## config.mk

```make
export PLATFORM = sky130hd
export DESIGN_NAME = cell_empty_fill_ctrl
export DESIGN_NICKNAME = d
export VERILOG_FILES = /design/src/rtl/cell_empty_fill_ctrl.sv
export SDC_FILE = /design/constraint.sdc
export NUM_CORES = 1
export LEC_CHECK = 0
export CAP_MARGIN = 20
export CORE_ASPECT_RATIO = 0.8
export CORE_MARGIN = 2
export CORE_UTILIZATION = 47
export CTS_BUF_LIST = sky130_fd_sc_hd__clkbuf_8 sky130_fd_sc_hd__clkbuf_16
export CTS_CLUSTER_DIAMETER = 120
export CTS_CLUSTER_SIZE = 28
export DETAILED_ROUTE_END_ITERATION = 8
export PLACE_DENSITY = 0.87
export SKIP_CTS_REPAIR_TIMING = 1
export SYNTH_ARGS = -nofsm -noshare
export SYNTH_HDL_FRONTEND = slang
export SYNTH_SLANG_ARGS = --single-unit
export TNS_END_PERCENT = 50
```

## constraint.sdc

```tcl
create_clock -name clk -period 4.1 [get_ports clk]
set_clock_uncertainty 0.1 [all_clocks]
set_input_delay 1.025 -clock clk [delete_from_list [all_inputs] [get_ports clk]]
set_output_delay 1.025 -clock clk [all_outputs]
set_load 0.02 [all_outputs]
```

## src/rtl/cell_empty_fill_ctrl.sv

```systemverilog
`default_nettype none
// ============================================================================
// Module   : cell_empty_fill_ctrl
// Brief    : Packs one cell's incoming particle positions into its empty-cell
//            RAM from address 1 upward, then writes the particle count to
//            address 0.
// Revision : 1.0 - initial release
// ============================================================================
module cell_empty_fill_ctrl #(
    parameter int DATA_WIDTH   = 96,
    parameter int PARTICLE_NUM = 220,
    parameter int ADDR_WIDTH   = 8
) (
    input  logic                  clk,
    input  logic                  rst,
    input  logic                  start,
    input  logic                  in_valid,
    output logic                  in_ready,
    input  logic [DATA_WIDTH-1:0] in_data,
    input  logic                  in_end,
    output logic [ADDR_WIDTH-1:0] mem_addr,
    output logic [DATA_WIDTH-1:0] mem_data,
    output logic                  mem_wren,
    output logic                  mem_rden,
    output logic [ADDR_WIDTH-1:0] particle_count,
    output logic                  overflow,
    output logic                  done
);

    localparam logic [ADDR_WIDTH-1:0] c_cap = ADDR_WIDTH'(PARTICLE_NUM - 1);
    localparam logic [ADDR_WIDTH-1:0] c_one = ADDR_WIDTH'(1);

    typedef enum logic [1:0] {
        S_IDLE = 2'd0,
        S_FILL = 2'd1,
        S_WCNT = 2'd2,
        S_DONE = 2'd3
    } state_t;

    state_t                  r_state;
    state_t                  w_next;
    logic [ADDR_WIDTH-1:0]   r_wr_ptr;
    logic [ADDR_WIDTH-1:0]   r_cnt;
    logic [ADDR_WIDTH-1:0]   r_mem_addr;
    logic [DATA_WIDTH-1:0]   r_mem_data;
    logic                    r_mem_wren;
    logic [ADDR_WIDTH-1:0]   r_particle_count;
    logic                    r_overflow;
    logic                    r_done;
    logic                    w_start;
    logic                    w_accept;
    logic                    w_full;

    // The done cycle is already IDLE; a start seen alongside done is ignored.
    assign w_start  = start && (r_state == S_IDLE) && !r_done;
    assign w_accept = in_valid && (r_state == S_FILL);
    assign w_full   = (r_cnt == c_cap);

    always_ff @(posedge clk) begin
        if (rst) begin
            r_state <= S_IDLE;
        end else begin
            r_state <= w_next;
        end
    end

    always_comb begin
        w_next = r_state;
        case (r_state)
            S_IDLE:  if (w_start) w_next = S_FILL;
            S_FILL:  if (in_end) w_next = S_WCNT;
            S_WCNT:  w_next = S_DONE;
            S_DONE:  w_next = S_IDLE;
            default: w_next = S_IDLE;
        endcase
    end

    always_ff @(posedge clk) begin
        if (rst) begin
            r_wr_ptr         <= c_one;
            r_cnt            <= '0;
            r_mem_addr       <= '0;
            r_mem_data       <= '0;
            r_mem_wren       <= 1'b0;
            r_particle_count <= '0;
            r_overflow       <= 1'b0;
            r_done           <= 1'b0;
        end else begin
            r_mem_wren <= 1'b0;
            r_done     <= 1'b0;
            case (r_state)
                S_IDLE: begin
                    if (w_start) begin
                        r_wr_ptr   <= c_one;
                        r_cnt      <= '0;
                        r_overflow <= 1'b0;
                    end
                end
                S_FILL: begin
                    // A full cell keeps accepting so upstream never stalls; extra beats are dropped.
                    if (w_accept) begin
                        if (!w_full) begin
                            r_mem_addr <= r_wr_ptr;
                            r_mem_data <= in_data;
                            r_mem_wren <= 1'b1;
                            r_wr_ptr   <= r_wr_ptr + c_one;
                            r_cnt      <= r_cnt + c_one;
                        end else begin
                            r_overflow <= 1'b1;
                        end
                    end
                end
                S_WCNT: begin
                    r_mem_addr <= '0;
                    r_mem_data <= DATA_WIDTH'(r_cnt);
                    r_mem_wren <= 1'b1;
                end
                S_DONE: begin
                    r_particle_count <= r_cnt;
                    r_done           <= 1'b1;
                end
                default: ;
            endcase
        end
    end

    assign in_ready       = (r_state == S_FILL);
    assign mem_addr       = r_mem_addr;
    assign mem_data       = r_mem_data;
    assign mem_wren       = r_mem_wren;
    assign mem_rden       = 1'b0;
    assign particle_count = r_particle_count;
    assign overflow       = r_overflow;
    assign done           = r_done;

endmodule
`default_nettype wire

```

## After elaboration in Yosys (flattened, before gate mapping)

Index checks and enable logic that the tools add are counted.

| storage, ports and cells | value |
|---|---|
| flip-flop bits (word level) | 133 |
| output and inout bits | 117 |
| word-level logic and storage cells | 56 |

| operators by class | value |
|---|---|
| add/subtract/negate cells | 2 |
| equality and inequality tests | 9 |
| multiplexer cells | 25 |
| reduce and logical (&&, ||, !) cells | 11 |

Operators with widths:

| operator | number |
|---|---|
| $mux W96 | 2 |
| $pmux W96 S2 | 1 |
| $mux W8 | 8 |
| $pmux W8 S2 | 3 |
| $add A8 B1 Y8 const B | 2 |
| $eq A8 B8 Y1 const B | 1 |
| $pmux W2 S4 | 1 |
| $reduce_and A4 Y1 | 2 |
| $mux W1 | 6 |
| $ne A2 B1 Y1 const B | 3 |
| $eq A2 B2 Y1 const B | 2 |
| $mux W2 | 2 |
| $ne A2 B2 Y1 const B | 2 |
| $pmux W1 S2 | 2 |
| $reduce_bool A2 Y1 | 2 |
| $logic_and A1 B1 Y1 | 3 |
| $reduce_and A3 Y1 | 1 |
| $eq A2 B1 Y1 const B | 1 |
| $logic_not A2 Y1 | 1 |
| $reduce_and A2 Y1 | 1 |
| $logic_not A1 Y1 | 1 |

## Depth between registers and ports, before layout

| logic depth | value |
|---|---|
| depth in word-level cells | 5 |
| mapped depth | 8 |
| depth with buffers taken out | 6 |

## Least setup slack after synthesis

No wires, ideal clock.

| timing path | value |
|---|---|
| path kind | input -> register |
| from | input start |
| to | register r_wr_ptr[6] |
| arrival time | 2040 ps |
| path slack | 1886 ps |
| stages | 5 |
| buffers on the path | 1 |
| cell sequence | nand3b_2 > and2_4 > buf_6 > or4_1 > a31oi_1 |

| on the way | value |
|---|---|
| word-level cells in the longest chain between the ends | 4 |

Ends and longest elaborated chain:

| what | RTL line | text |
|---|---|---|
| from (decl) | 16 | `input logic start,` |
| $logic_and A1 B1 Y1 (2 in a row) | 55 | `assign w_start = start && (r_state == S_IDLE) && !r_done;` |
| $ne A2 B2 Y1 (no line) | n/a |  |
| $reduce_and A4 Y1 (no line) | n/a |  |
| to (signal assigned) | 80 | `r_wr_ptr <= c_one;` |
| to (signal assigned) | 94 | `r_wr_ptr <= c_one;` |
| to (signal assigned) | 106 | `r_wr_ptr <= r_wr_ptr + c_one;` |
| to (decl) | 42 | `logic [ADDR_WIDTH-1:0] r_wr_ptr;` |

No other way between the ends.
A chain may end at the register's enable or synchronous reset.

## Worst setup path after layout

| timing path | value |
|---|---|
| from | register r_state[1] |
| to | output in_ready |

| on the way | value |
|---|---|
| word-level cells in the longest chain between the ends | 1 |

Ends and longest elaborated chain:

| what | RTL line | text |
|---|---|---|
| from (decl) | 40 | `state_t r_state;` |
| from (signal assigned) | 63 | `r_state <= w_next;` |
| $eq A2 B1 Y1 | 127 | `assign in_ready = (r_state == S_FILL);` |
| to (decl) | 18 | `output logic in_ready,` |

No other way between the ends.

==> summary.txt <==
cts bufs inserted -> 17
H-tree depth -> 4
Post-synth ARST share -> 0%
Total GRT Usage -> 24.8%
first-pass GRT wire length -> 25700 um
initial DRC count -> 394
Core Region -> 0.0116 mm^2
setup violators final -> 0
Bufs on Longest Clock Path -> 2
top_reg_cell synth -> dfxtp_1
cell taking the most area after synthesis -> dfxtp_1
Synth Cell Area -> 0.00564 mm^2
synth unique cells -> 51
RSZ-0062 raised after global routing -> no
Site Rows -> 35
Setup TNS Final -> 0 ns
most frequent cell after synthesis -> dfxtp_1
Clock Sinks -> 133
total grt overflow -> 0
critical-path maximum fanout -> 24
PwrDens -> 803 mW/mm^2
ANT cells -> 0
Hold Path Depth -> 2
Seq cells post-synth -> 133
Post-synth EDFFs -> 0
Synth top area share -> 47.2%
share of cells above drive strength 1 -> 5.62%
VDD IR max -> 0.472 mV
clk_lat worst skew -> 0.41 ns
I/O Buffers -> 216
outcome -> completed
CTS tree -> yes
placer congestion estimate -> 0.868
clock-pin slew on the worst setup and hold paths -> 0.06 ns
initial antenna violation count -> 0
# nets final -> 932
HP Class -> reg -> reg
Setup WS pre-CTS -> 0.870 ns
Critical Path AT -> 2.41 ns
crit start category -> register
Worst setup EP type -> primary output
number of global-route vias before repair -> 5164
final instance area -> 0.00836 mm^2
I/O pin count -> 218
final worst setup slack -> 0.569 ns
Avg Synthesized Cell Area -> 8.77 um^2
crit path kind -> reg -> out
Initial Util -> 48.6%
area post-placement -> 0.00777 mm^2
total iterations of the first detailed-routing run -> 5
Max-slew headroom -> 30.7%
max-cap viol count -> 0
WL final -> 16400 um
Final HPWL DP -> 11000 um
Hold Startpoint -> mem_data[91]
Die Y -> 102 um
Synth Warn # -> 0
fill count -> 841
Max Fclk -> 283 MHz
minimum clock period -> 3.53 ns
DR vias -> 5392
Layout Utilization -> 72.1%
top cells by area, synth -> dfxtp_1, nand3b_1, a21oi_1, nand2_1, mux2i_1
worst-margin pin slew -> 1.04 ns
Tcrit/Tclk final -> 86.1%
pin count of the biggest net entering global routing -> 80
chip width -> 126 um
Synth Net Count -> 751
Residual DRC -> 0
most frequent cells after synthesis -> dfxtp_1, nand2_1, a21oi_1, nand3b_1, clkbuf_1
Static Leak -> 0.00284 uW
Critical path origin -> r_state[1]
post-synthesis sequential area ratio -> 47.2%
Clock Root Buffer -> clkbuf_16
synthesized netlist cell count -> 643
drt wl/cell -> 16.6 um
via/cell ratio -> 5.47
Crit path required time -> 2.97 ns
final hold viol count -> 0
R2R cell count -> 7
DRT antenna net count -> 0
area growth from synthesis to layout -> 48.4%
r2r startpoint -> r_state[1]
die area -> 0.0129 mm^2
Final Max Slew Viols -> 0
## kinds of logic after synthesis
kind of cell               synth area share [%]
adders and majority gates                  1.55
buffers and inverters                      5.68
AOI/OAI and AO/OA                          15.4
DFF                                        47.2
and+or+nand+nor                            26.9
muxes                                      3.22
other                                    0.0665
## cell type report
cell class | count | area, um^2 | area share [%]
sequential | 133 | 2660 | 31.8
clock inverter | 12 | 129 | 1.54
tap | 148 | 185 | 2.21
clock buffer | 20 | 467 | 5.58
multi-input combinational | 444 | 2670 | 32.0
timing repair buffer | 221 | 2220 | 26.6
inverter | 7 | 26.3 | 0.314
## placed cells by master, fill, tap and decap left out, types with 2 or more instances in the layout
master / instances
nor3_1: 5
nor3b_1: 2
clkinvlp_4: 5
o211ai_1: 4
nand2_1: 113
buf_4: 4
inv_1: 8
nand3b_1: 96
buf_12: 2
clkbuf_8: 3
clkinv_2: 2
a22o_1: 3
ha_1: 6
o32ai_1: 2
nand2b_1: 7
clkbuf_16: 17
nand4_1: 4
dfxtp_1: 133
a211oi_1: 14
nand3_1: 9
a21oi_1: 102
clkdlybuf4s50_1: 215
mux2i_1: 17
bufinv_16: 2
o311ai_0: 2
or4_1: 4
a31oi_1: 8
nor2_1: 20
## worst paths after layout
| path | endpoint | slack, ns |
|---|---|---|
| worst max-delay path | in_ready | 0.57 |
| worst min-delay path | mem_data[91] | 0.35 |
| worst max register to register | mem_addr[3] | 0.91 |
| worst min register to register | mem_data[91] | 0.35 |
## metal layers
| layer | track usage [%] | part of all wire, % |
|---|---|---|
| met3 | 5.97 | 6.7 |
| met1 | 30.6 | 42 |
| met4 | 9.38 | 2.1 |
| met2 | 42.7 | 49 |
| met5 | 0 | 0 |
## where the power goes
part	switching, uW	leakage (uW)	total (uW)	internal [uW]
logic	1880	0.00148	3280	1410
registers	221	0.00109	1930	1710
clock network	566	0.000282	1510	941
## worst max-delay path, cell delays in order (launching register included)
cell	delay (ns)
dfxtp_1	0.34
inv_1	0.12
ha_1	0.77
clkdlybuf4s50_1	0.76
## state kept, by name, summed over array words and instances (netlist names)
register	cells
mem_wren	1
r_state	2
mem_data	96
overflow	1
mem_addr	8
r_wr_ptr	8
r_cnt	8
particle_count	8
done	1
## stage by stage
step,cells,hold WS (ns),power [uW]
6_report,985,0.350,6720
5_1_grt,985,0.361,7090
4_1_cts,985,0.350,6750
3_5_place_dp,953,0.342,5230
3_3_place_gp,953,0.337,5130
2_1_floorplan,643,0.357,4000
No activity file was read; power rests on OpenSTA's default activity.
